File: src/rtl/shake_hand_pkg.sv
// rtl/shake_hand_pkg.sv - shared constants and FSM encoding for the handshake link
package shake_hand_pkg;
  localparam int DEFAULT_DW    = 8;
  localparam int DEFAULT_DEPTH = 4;

  typedef enum logic [1:0] {
    S_IDLE  = 2'b00,
    S_SETUP = 2'b01,
    S_HOLD  = 2'b10
  } state_t;
endpackage

File: src/rtl/shake_hand_send_if.sv
// rtl/shake_hand_send_if.sv - local push port plus receiver handshake bundle
interface shake_hand_send_if
  import shake_hand_pkg::*;
#(
  parameter int DW = DEFAULT_DW
);
  logic          wr_en;
  logic [DW-1:0] wr_data;
  logic          full;
  logic          empty;
  logic          overflow;
  logic          ack;
  logic          ready;
  logic [DW-1:0] dout;
  logic          done;

  modport master (
    input  wr_en, wr_data, ack,
    output full, empty, overflow, ready, dout, done
  );

  modport slave (
    output wr_en, wr_data, ack,
    input  full, empty, overflow, ready, dout, done
  );
endinterface

File: src/rtl/shake_hand_fifo.sv
// rtl/shake_hand_fifo.sv - small synchronous FIFO with registered flags and sticky overflow
module shake_hand_fifo #(
  parameter int DW    = 8,
  parameter int DEPTH = 4,
  parameter int AW    = 2
) (
  input  logic          clk,
  input  logic          rst_n,
  input  logic          i_wr_en,
  input  logic [DW-1:0] i_wr_data,
  input  logic          i_rd_en,
  output logic [DW-1:0] o_rd_data,
  output logic          o_full,
  output logic          o_empty,
  output logic          o_overflow
);
  localparam logic [AW-1:0] PTR_ONE  = 1;
  localparam logic [AW:0]   CNT_ONE  = 1;
  localparam logic [AW:0]   CNT_FULL = (AW+1)'(DEPTH);

  logic [DW-1:0] r_mem [DEPTH];
  logic [AW-1:0] r_wptr;
  logic [AW-1:0] r_rptr;
  logic [AW:0]   r_count;
  logic [AW:0]   w_count_nxt;
  logic          r_full;
  logic          r_empty;
  logic          r_overflow;
  logic          w_wr_ok;
  logic          w_rd_ok;

  // A write while full is refused even if a pop frees a slot this cycle.
  assign w_wr_ok = i_wr_en && !r_full;
  assign w_rd_ok = i_rd_en && !r_empty;

  always_comb begin
    w_count_nxt = r_count;
    case ({w_wr_ok, w_rd_ok})
      2'b10:   w_count_nxt = r_count + CNT_ONE;
      2'b01:   w_count_nxt = r_count - CNT_ONE;
      default: w_count_nxt = r_count;
    endcase
  end

  always_ff @(posedge clk or negedge rst_n) begin
    if (!rst_n) begin
      r_wptr     <= '0;
      r_rptr     <= '0;
      r_count    <= '0;
      r_full     <= 1'b0;
      r_empty    <= 1'b1;
      r_overflow <= 1'b0;
    end else begin
      if (w_wr_ok) r_wptr <= r_wptr + PTR_ONE;
      if (w_rd_ok) r_rptr <= r_rptr + PTR_ONE;
      r_count <= w_count_nxt;
      r_full  <= (w_count_nxt == CNT_FULL);
      r_empty <= (w_count_nxt == '0);
      if (i_wr_en && r_full) r_overflow <= 1'b1;
    end
  end

  always_ff @(posedge clk) begin
    if (w_wr_ok) r_mem[r_wptr] <= i_wr_data;
  end

  assign o_rd_data  = r_mem[r_rptr];
  assign o_full     = r_full;
  assign o_empty    = r_empty;
  assign o_overflow = r_overflow;
endmodule

File: src/rtl/shake_hand_send.sv
// rtl/shake_hand_send.sv - transmit side of the four-phase byte handshake link
module shake_hand_send
  import shake_hand_pkg::*;
#(
  parameter int DW    = DEFAULT_DW,
  parameter int DEPTH = DEFAULT_DEPTH,
  parameter int AW    = $clog2(DEPTH)
) (
  input  logic              clk,
  input  logic              rst_n,
  shake_hand_send_if.master bus
);
  logic          r_ack_d1;
  logic          r_ack_d2;
  logic          w_ack_s;
  state_t        r_state;
  state_t        w_state_nxt;
  logic          r_ready;
  logic          w_ready_nxt;
  logic          r_done;
  logic          w_done_nxt;
  logic [DW-1:0] r_dout;
  logic          w_pop;
  logic [DW-1:0] w_head;
  logic          w_full;
  logic          w_empty;
  logic          w_overflow;

  shake_hand_fifo #(
    .DW    (DW),
    .DEPTH (DEPTH),
    .AW    (AW)
  ) u_fifo (
    .clk        (clk),
    .rst_n      (rst_n),
    .i_wr_en    (bus.wr_en),
    .i_wr_data  (bus.wr_data),
    .i_rd_en    (w_pop),
    .o_rd_data  (w_head),
    .o_full     (w_full),
    .o_empty    (w_empty),
    .o_overflow (w_overflow)
  );

  assign w_ack_s = r_ack_d2;

  // Idle only pops once ack_s is high again, which enforces the return-to-zero phase.
  always_comb begin
    w_state_nxt = r_state;
    w_ready_nxt = 1'b0;
    w_done_nxt  = 1'b0;
    w_pop       = 1'b0;
    case (r_state)
      S_IDLE: begin
        if (!w_empty && w_ack_s) begin
          w_pop       = 1'b1;
          w_state_nxt = S_SETUP;
        end
      end
      S_SETUP: begin
        w_ready_nxt = 1'b1;
        w_state_nxt = S_HOLD;
      end
      S_HOLD: begin
        if (w_ack_s) begin
          w_ready_nxt = 1'b1;
        end else begin
          w_done_nxt  = 1'b1;
          w_state_nxt = S_IDLE;
        end
      end
      default: w_state_nxt = S_IDLE;
    endcase
  end

  always_ff @(posedge clk or negedge rst_n) begin
    if (!rst_n) begin
      r_ack_d1 <= 1'b0;
      r_ack_d2 <= 1'b0;
      r_state  <= S_IDLE;
      r_ready  <= 1'b0;
      r_done   <= 1'b0;
      r_dout   <= '0;
    end else begin
      r_ack_d1 <= bus.ack;
      r_ack_d2 <= r_ack_d1;
      r_state  <= w_state_nxt;
      r_ready  <= w_ready_nxt;
      r_done   <= w_done_nxt;
      if (w_pop) r_dout <= w_head;
    end
  end

  assign bus.ready    = r_ready;
  assign bus.dout     = r_dout;
  assign bus.done     = r_done;
  assign bus.full     = w_full;
  assign bus.empty    = w_empty;
  assign bus.overflow = w_overflow;
endmodule

File: src/flat_wrapper.sv
// flat-port wrapper written by rule: the top's interface ports become plain ports
module shake_hand_send_flat import shake_hand_pkg::*;
#(
  parameter int DW    = DEFAULT_DW,
  parameter int DEPTH = DEFAULT_DEPTH,
  parameter int AW    = $clog2(DEPTH)
)
  (clk, rst_n, bus_wr_en, bus_wr_data, bus_ack, bus_full, bus_empty, bus_overflow, bus_ready, bus_dout, bus_done);
  shake_hand_send_if #(.DW(DW)) bus_i ();
  input  logic clk;
  input  logic rst_n;
  input wire logic [$bits(bus_i.wr_en)-1:0] bus_wr_en;
  input wire logic [$bits(bus_i.wr_data)-1:0] bus_wr_data;
  input wire logic [$bits(bus_i.ack)-1:0] bus_ack;
  output wire logic [$bits(bus_i.full)-1:0] bus_full;
  output wire logic [$bits(bus_i.empty)-1:0] bus_empty;
  output wire logic [$bits(bus_i.overflow)-1:0] bus_overflow;
  output wire logic [$bits(bus_i.ready)-1:0] bus_ready;
  output wire logic [$bits(bus_i.dout)-1:0] bus_dout;
  output wire logic [$bits(bus_i.done)-1:0] bus_done;
  assign bus_i.wr_en = bus_wr_en;
  assign bus_i.wr_data = bus_wr_data;
  assign bus_i.ack = bus_ack;
  assign bus_full = bus_i.full;
  assign bus_empty = bus_i.empty;
  assign bus_overflow = bus_i.overflow;
  assign bus_ready = bus_i.ready;
  assign bus_dout = bus_i.dout;
  assign bus_done = bus_i.done;
  shake_hand_send #(.DW(DW), .DEPTH(DEPTH), .AW(AW)) u_core (.clk(clk), .rst_n(rst_n), .bus(bus_i));
endmodule
File: config.mk
export PLATFORM = sky130hd
export DESIGN_NAME = shake_hand_send_flat
export DESIGN_NICKNAME = d
export VERILOG_FILES = /design/src/rtl/shake_hand_pkg.sv /design/src/rtl/shake_hand_send_if.sv /design/src/rtl/shake_hand_fifo.sv /design/src/rtl/shake_hand_send.sv /design/src/flat_wrapper.sv
export SDC_FILE = /design/constraint.sdc
export NUM_CORES = 1
export LEC_CHECK = 0
export CAP_MARGIN = 20
export CORE_UTILIZATION = 56
export CTS_CLUSTER_DIAMETER = 30
export DETAILED_ROUTE_END_ITERATION = 10
export GPL_TIMING_DRIVEN = 0
export PLACE_DENSITY = 0.9
export SYNTH_ARGS = -nofsm -noshare
export SYNTH_HDL_FRONTEND = slang
export SYNTH_SLANG_ARGS = --single-unit
File: constraint.sdc
create_clock -name clk -period 3.95 [get_ports clk]
set_clock_uncertainty 0.05 [all_clocks]
set_input_delay 0.79 -clock clk [delete_from_list [all_inputs] [get_ports clk]]
set_output_delay 0.79 -clock clk [all_outputs]
set_load 0.02 [all_outputs]
# Word-level counts from Yosys, hierarchy flattened
# Memories as Yosys holds them, arrays and structs flattened. A register that Yosys moved wholly into a read port is not among the register bits.
# Cells that the tools add are included.
# op_classes
add_sub_neg	4
n_mul	0
n_div	0
magnitude_cmp	0
n_eq_ne	7
n_shift	0
n_mux	12
n_bitwise	0
reduce_logical	10
# ops
cell	n
1-bit two-way mux	7
2-bit one-hot mux with 3 select lines	1
3-bit one-hot mux with 2 select lines	1
2-bit by 1-bit adder with 2-bit output (second input constant)	2
2-bit by 1-bit equality test with 1-bit output (second input constant)	2
2-bit equality test (second input constant)	2
1-bit logical AND	4
2-bit two-way mux	2
3-bit by 1-bit adder with 3-bit output (second input constant)	1
3-bit equality test (second input constant)	1
1-bit zero test	3
3-bit zero test	1
3-bit by 1-bit subtractor with 3-bit output (second input constant)	1
2-bit zero test	1
2-bit by 1-bit != test with 1-bit output (second input constant)	1
2-bit != test (second input constant)	1
1-bit one-hot mux with 2 select lines	1
2-bit AND reduction	1
# word_totals
regBits	16
latch_bits	0
ram_bits	32
mem_bits_ro	0
in_bits	12
output_inout_bits	13
memories	1
# mem_list
memory	words	word_bits	read_ports	rd_ports_with_merged_regs	write_ports	line_no	rtl
u_core.u_fifo.r_mem	4	8	1	1	1	shake_hand_fifo.sv:21	logic [DW-1:0] r_mem [DEPTH];

# Depth between registers and ports, before layout
# Gate-level depths: netlist of the first run.
# logic_depth
ltp_word	8
mapped_depth	10
depth_no_buf	10

# By module
# Synthesis of the first run repeated with hierarchy kept, for this count alone.
# unflattened
cells_unflattened	130
area_unflattened_um2	2290.9
# by_module_without_submodules
mod	instances	cells_per_inst	area_per_inst_um2	seq_area_each_um2
shake_hand_fifo	1	91	1684.1	1212.4
shake_hand_send	1	39	606.8	350.3

# Worst setup path after synthesis of the first run
# Ideal clock, no wire load.
# synth_path
kind	input to register
from	in bus_wr_en
to	reg u_core.u_fifo.r_empty, in the netlist u_core.u_fifo.o_empty
arrival_ns	2.355
required_ns	3.821
path_slack_ns	1.466
stages	9
n_path_buf	1
cell_sequence	nor2b_1 -> clkbuf_1 -> inv_1 -> ha_1 -> inv_1 -> fa_1 -> xor2_1 -> or3_1 -> o211a_1
# synth_between
elab_chain_cells	4
elab_cells_between_ends	5
cone_classes	2 x eq/ne; 1 x mux; 2 x reduce/logical
# synth_rtl
item	line_no	rtl
start: declaration	flat_wrapper.sv:12	input wire logic [$bits(bus_i.wr_en)-1:0] bus_wr_en;
1-bit logical AND (*)	shake_hand_fifo.sv:33	assign w_wr_ok = i_wr_en && !r_full;
2-bit by 1-bit equality test with 1-bit output / 2-bit equality test (equally long branches)	shake_hand_fifo.sv:38	case ({w_wr_ok, w_rd_ok})
3-bit one-hot mux with 2 select lines (*)	shake_hand_fifo.sv:38	
3-bit zero test (*)	shake_hand_fifo.sv:58	r_empty <= (w_count_nxt == '0);
end signal: assignment	shake_hand_fifo.sv:58	
end: declaration	shake_hand_fifo.sv:27	logic r_empty;
# Every way passes the cells marked *; elsewhere a longest branch is shown, timed or not.
# A chain may end at the register's enable or synchronous reset.

# Final worst setup path of the first run
# Ends and elaborated chain as after synthesis.

==> metrics.txt, run 1 <==
outcome=finished, final reports clean; Slowest Stage Delay on Critical Path=0.42 ns; period utilization=68.78%; # fillers=212; Die W=65.70 um; wire length of the first global-routing pass=6203 um; FF-to-FF End=u_core.u_fifo.o_empty$_DFF_PN1_; share of cells above drive strength 1=11.17%; IO Pins=25; worst reg2reg startpoint=u_core.r_state[0]$_DFFE_PN0P_; Root Buffer=clkbuf_8; initial antenna violation count=0; Setup CP Type=in2reg; Multi-input gate area=645.6 um^2; R2R cell count=10; Worst Path Max Fanout=8; final hold violation count=0; Num CTS Buffers=5; leakage power=1.115 nW; Area growth, synth to finish=18.78%; overall routed net length=3752 um; Rows=22; drt via density=5.352; crit-path cells=clkdlybuf4s50_1 > nor2b_1 > clkbuf_1 > inv_1 > ha_1 > inv_1 > fa_1 > xor2_1 > or3_1 > o211a_1; flops & latches, synth=56; HPWL after DPL=2615 um; Worst Hold Depth=0; die footprint=4316 um^2; maximum resistive drop on vdd=0.3410 mV; Antenna Violating Nets Remaining=0; post-route setup TNS=0 ns; cts hold-fix bufs=0; largest net degree at the start of global routing=25; mapped cell area=2272 um^2; yosys warns=0; f_max=0.3681 GHz; Most used DFF post-synth=edfxtp_1; Sequential Area=1563 um^2; Pwr Density=725.3 nW/um^2; Post-CTS Setup Repair Bufs=0; final worst path period need=2.717 ns; Final Wtd Congestion=0.7273; diode count=0; DIE HEIGHT=65.70 um; critical path arrival=2.91 ns; clk slew on worst S/H paths=0.09 ns; sequential-to-total area share from yosys stat=68.78%; final setup fails=0; per-cell routed wire length=16.53 um; Hold WC Path Type=reg2reg; All-Layer GR Usage=20.71%; port bufs=24; Async S/R FF share, synth=42.86%; Initial Utilization=60.25%; Iter 0 DRT Violations=72; r2r setup slk=1.42 ns; worst-margin pin slew=0.6060 ns; Clock Path Buffers=2; Skew-Pair Late Insertion Delay=0.31 ns; H-tree Lvls=2; Cell variety after synth=33; post-synth net total=168; RSZ-0062 raised after global routing=false; CP most frequent cell=inv_1; CTS sink cnt=56; crit start category=input port; Pre-antenna DRT Iters=4; EDFF count, synth=32; Hold Path End=u_core.r_ack_d2$_DFF_PN0_; TritonCTS clock tree=done; delay-heaviest family, CP=buffers and inverters; Worst EP required=4.14 ns; Critical Path End Type=flop; CP max stage cell=clkdlybuf4s50_1; Final #Nets=200; worst hold path startpoint=u_core.r_ack_d1$_DFF_PN0_; Mapped Cells=146; Avg Cell Area, Syn=15.56 um^2; Post-route DRC=0; worst hold slack=0.3153 ns; total grt overflow=0; Buf/Inv on CP=4; vias in the first global route=1275; slew margin rel.=59.47%; Core Area=3771 um^2; via count=1215; max_cap viols=0; max-slew violations=0; Resized Gates After CTS=0
## placed cells by master, fill, tap and decap left out, types with 2 or more instances in the layout
cell type        instances
dfrtp_1                 23
and2_1                   4
mux2i_1                 16
ha_1                     9
edfxtp_1                32
clkdlybuf4s50_1         24
o21ai_0                  3
buf_4                    2
nor2b_1                  2
xnor2_1                  4
inv_1                    8
nand2_1                 14
clkbuf_1                 2
o221ai_1                 7
clkbuf_8                 5
mux2_2                   2
## cell type report
class	instances	area share, %
inverters	9	1.252
flip-flops and latches	56	57.90
clock buffers	6	2.689
repair buffers	25	9.458
well taps	48	2.225
clock inverters	2	1.437
multi-input cells	77	23.92
plain buffers	4	1.113
## registers in the layout, summed over array words and instances, names as in the netlist
| register | cells |
|---|---|
| u_core.u_fifo.r_mem | 32 |
| u_core.bus.dout | 8 |
| u_core.u_fifo.r_count | 3 |
| u_core.r_state | 2 |
| u_core.u_fifo.r_rptr | 2 |
| u_core.u_fifo.r_wptr | 2 |
| u_core.bus.done | 1 |
| u_core.bus.ready | 1 |
| u_core.r_ack_d1 | 1 |
| u_core.r_ack_d2 | 1 |
| u_core.u_fifo.o_empty | 1 |
| u_core.u_fifo.o_full | 1 |
| u_core.u_fifo.o_overflow | 1 |
## cell families (layout without fill, tap and decap cells)
| family | Yosys count | after routing | share of synthesized area (%) |
|---|---|---|---|
| AOI/OAI and AO/OA | 16 | 16 | 5.727 |
| buffers and inverters | 13 | 46 | 2.808 |
| and+or+nand+nor | 28 | 28 | 6.884 |
| xor gates and xnor gates | 5 | 5 | 1.927 |
| muxes | 18 | 18 | 8.039 |
| DFF | 56 | 56 | 68.78 |
| adders and majority gates | 10 | 10 | 5.837 |
## routing by layer
metal / track usage, % / vias up / part of all wire, % / wire (um)
met4: 7.337 / 0 / 0.96 / 36
met5: 0 / - / 0 / 0
met2: 34.69 / 26 / 53 / 1975
met3: 5.903 / 4 / 3.7 / 140
met1: 25.51 / 593 / 43 / 1599
li1: - / 592 / - / -
## Yosys cell counts, drive strengths merged (3+ instances only)
cell / instances / area, um^2
edfxtp: 32 / 960.9
inv: 9 / 33.78
o221ai: 8 / 76.32
and2: 4 / 25.02
o21ai: 3 / 15.01
xnor2: 4 / 35.03
nand2: 15 / 58.81
mux2i: 16 / 160.2
buf: 3 / 26.27
dfrtp: 23 / 575.6
ha: 9 / 112.6
## metrics by stage
stage	utilization, %	std cells	power, mW	instance area [um^2]	setup WS [ns]
2_1_floorplan	-	146	1.357	2272	1.466
3_3_place_gp	68.22	218	1.543	2572	0.9762
3_5_place_dp	68.22	218	1.607	2572	0.9080
4_1_cts	71.17	226	1.976	2684	1.227
5_1_grt	71.57	227	2.086	2699	1.077
6_report	71.57	227	1.958	2699	1.233
## worst max-delay path by stage
stage / from / to / slack, ns / depth (start not counted)
floorplan: bus_wr_en / u_core.u_fifo.o_empty$_DFF_PN1_ / 1.47 / 9
CTS: bus_wr_en / u_core.u_fifo.o_empty$_DFF_PN1_ / 1.23 / 10
finish: bus_wr_en / u_core.u_fifo.o_empty$_DFF_PN1_ / 1.23 / 10
global placement: bus_wr_en / u_core.u_fifo.o_empty$_DFF_PN1_ / 0.98 / 10
global route: bus_wr_en / u_core.u_fifo.o_empty$_DFF_PN1_ / 1.08 / 10
detailed placement: bus_wr_en / u_core.u_fifo.o_empty$_DFF_PN1_ / 0.91 / 10
## power by group
part	total [mW]	switching (mW)	internal (mW)
sequential	0.869	0.0783	0.791
combinational	0.723	0.390	0.333
clock	0.366	0.174	0.192
total	1.96	0.643	1.31
(Power assumes the default switching activity.)
==> inputs of run 2 (changes only) <==
- CORE_UTILIZATION: 56 -> 55
- PLACE_DENSITY: 0.9 -> 0.89
- clock period: 3.95 -> 2.7 ns (I/O delays scaled with it)
==> metrics.txt, run 2 (same netlist as run 1, synthesis figures left out) <==
drt via density=5.559; period utilization=94.04%; CTS sink cnt=56; largest net degree at the start of global routing=25; HPWL after DPL=2657 um; H-tree Lvls=2; DP Area=2572 um^2; f_max=0.3938 GHz; Multi-input gate area=645.6 um^2; Worst Path Max Fanout=10; Stages on worst setup path=10; Final Wtd Congestion=0.7420; Worst Hold Depth=0; clk slew on worst S/H paths=0.10 ns; Rows=22; Clock Power Share=16.7%; max-slew violations=0; Gate power share=37.9%; worst hold path startpoint=u_core.r_ack_d1$_DFF_PN0_; Initial Utilization=59.82%; wire length of the first global-routing pass=6244 um; vias in the first global route=1309; most frequent cells in the layout=edfxtp_1 (32), clkdlybuf4s50_1 (24), dfrtp_1 (23); RSZ-0062 raised after global routing=false; setup slack at placement=-0.08475 ns; initial antenna violation count=0; R2R cell count=10; commonest non-fill, non-tap cell in the layout=edfxtp_1; critical path arrival=2.74 ns; final setup fails=0; leakage power=1.110 nW; Antenna Violating Nets Remaining=0; diode count=0; slew margin rel.=70.33%; setup ws final=0.1609 ns; Int Power=1.833 mW; final hold violation count=0; Post-route DRC=0; sw power=0.9721 mW; overall routed net length=3774 um; outcome=finished, final reports clean; Biggest register=u_core.u_fifo.r_mem; overall power=2.805 mW; Skew-Pair Late Insertion Delay=0.31 ns; delay-heaviest family, CP=adder cells; crit path from=u_core.r_state[0]$_DFFE_PN0P_; Final #Nets=200; worst reg2reg startpoint=u_core.r_state[0]$_DFFE_PN0P_; Area growth, synth to finish=18.56%; via count=1262; DIE HEIGHT=66.28 um; dpl cells=218; Hold WC Path Type=reg2reg; Num CTS Buffers=5; Slowest Stage Delay on Critical Path=0.42 ns; die footprint=4392 um^2; final worst path period need=2.539 ns; max reg flops=32; CP max stage cell=dfrtp_1; crit start category=flop; Root Buffer=clkbuf_8; Cell Count, Final, Fillers Out=227; Setup CP Type=reg2reg; worst-margin pin slew=0.4450 ns; share of cells above drive strength 1=11.73%; Clock Path Buffers=2; Resized Gates After CTS=0; per-cell routed wire length=16.63 um; Pre-antenna DRT Iters=4; Final Core Density=70.92%; All-Layer GR Usage=20.55%; sequential share of power=45.4%; Die W=66.28 um; maximum resistive drop on vdd=0.6532 mV; IO Pins=25; Sequential Area=1563 um^2; Iter 0 DRT Violations=70; crit-path cells=inv_1 > ha_1 > nand3b_4 > inv_2 > ha_1 > inv_1 > fa_1 > xor2_1 > or3_1 > o211a_1; total grt overflow=0; Worst EP required=2.90 ns; max_cap viols=0; Pwr Density=1041 nW/um^2; Buf/Inv on CP=3; port bufs=24; Core Area=3799 um^2; switching share of power=34.66%; Critical Path End Type=flop; Post-CTS Setup Repair Bufs=0; Finished Cell Area=2694 um^2; # fillers=261; cts hold-fix bufs=0; TritonCTS clock tree=done
[run 2: cell types whose count changed in the layout (fill, tap and decap cells not counted), sizes merged]
cell,previous run,this run
bufinv,1,0
inv,10,11
clkbuf,7,6
clkinvlp,0,1
[run 2: power groups by stage]
stage	Combinational, mW	Clock (mW)	Sequential [mW]
after floorplan	0.630	0	1.35
after global placement	0.993	0	1.27
after detailed placement	1.06	0	1.29
after CTS	1.07	0.478	1.27
after global routing	1.17	0.510	1.30
final	1.06	0.468	1.27
[run 2: metal layers]
| layer | vias to the layer above | GRT usage (%) | part of all wire (%) |
|---|---|---|---|
| li1 | 591 | - | - |
| met1 | 632 | 23.37 | 40 |
| met2 | 30 | 35.84 | 54 |
| met3 | 9 | 5.862 | 4.1 |
| met4 | 0 | 8.777 | 1.9 |
| met5 | - | 0 | 0 |
[run 2: final timing paths]
check,to,slack [ns]
worst min-delay path,u_core.r_ack_d2$_DFF_PN0_,0.30
min in group asynchronous,u_core.u_fifo.o_overflow$_DFFE_PN0P_,0.42
max in group asynchronous,u_core.u_fifo.o_empty$_DFF_PN1_,1.70
worst min register to register,u_core.r_ack_d2$_DFF_PN0_,0.30
worst max register to register,u_core.u_fifo.o_empty$_DFF_PN1_,0.16
worst max-delay path,u_core.u_fifo.o_empty$_DFF_PN1_,0.16
[run 2: area by class of cell]
type	instances	area share [%]
inverters	9	1.254
well taps	48	2.229
plain buffers	4	1.115
clock inverters	3	0.9289
clock buffers	5	2.555
repair buffers	25	9.940
multi-input cells	77	23.97
flip-flops and latches	56	58.01
[run 2: metrics by stage]
step	hold slack, ns	setup TNS (ns)
3_3_place_gp	0.2841	-0.02929
4_1_cts	0.3024	0
2_1_floorplan	0.1944	0
3_5_place_dp	0.2870	-0.1366
5_1_grt	0.3059	0
6_report	0.2976	0
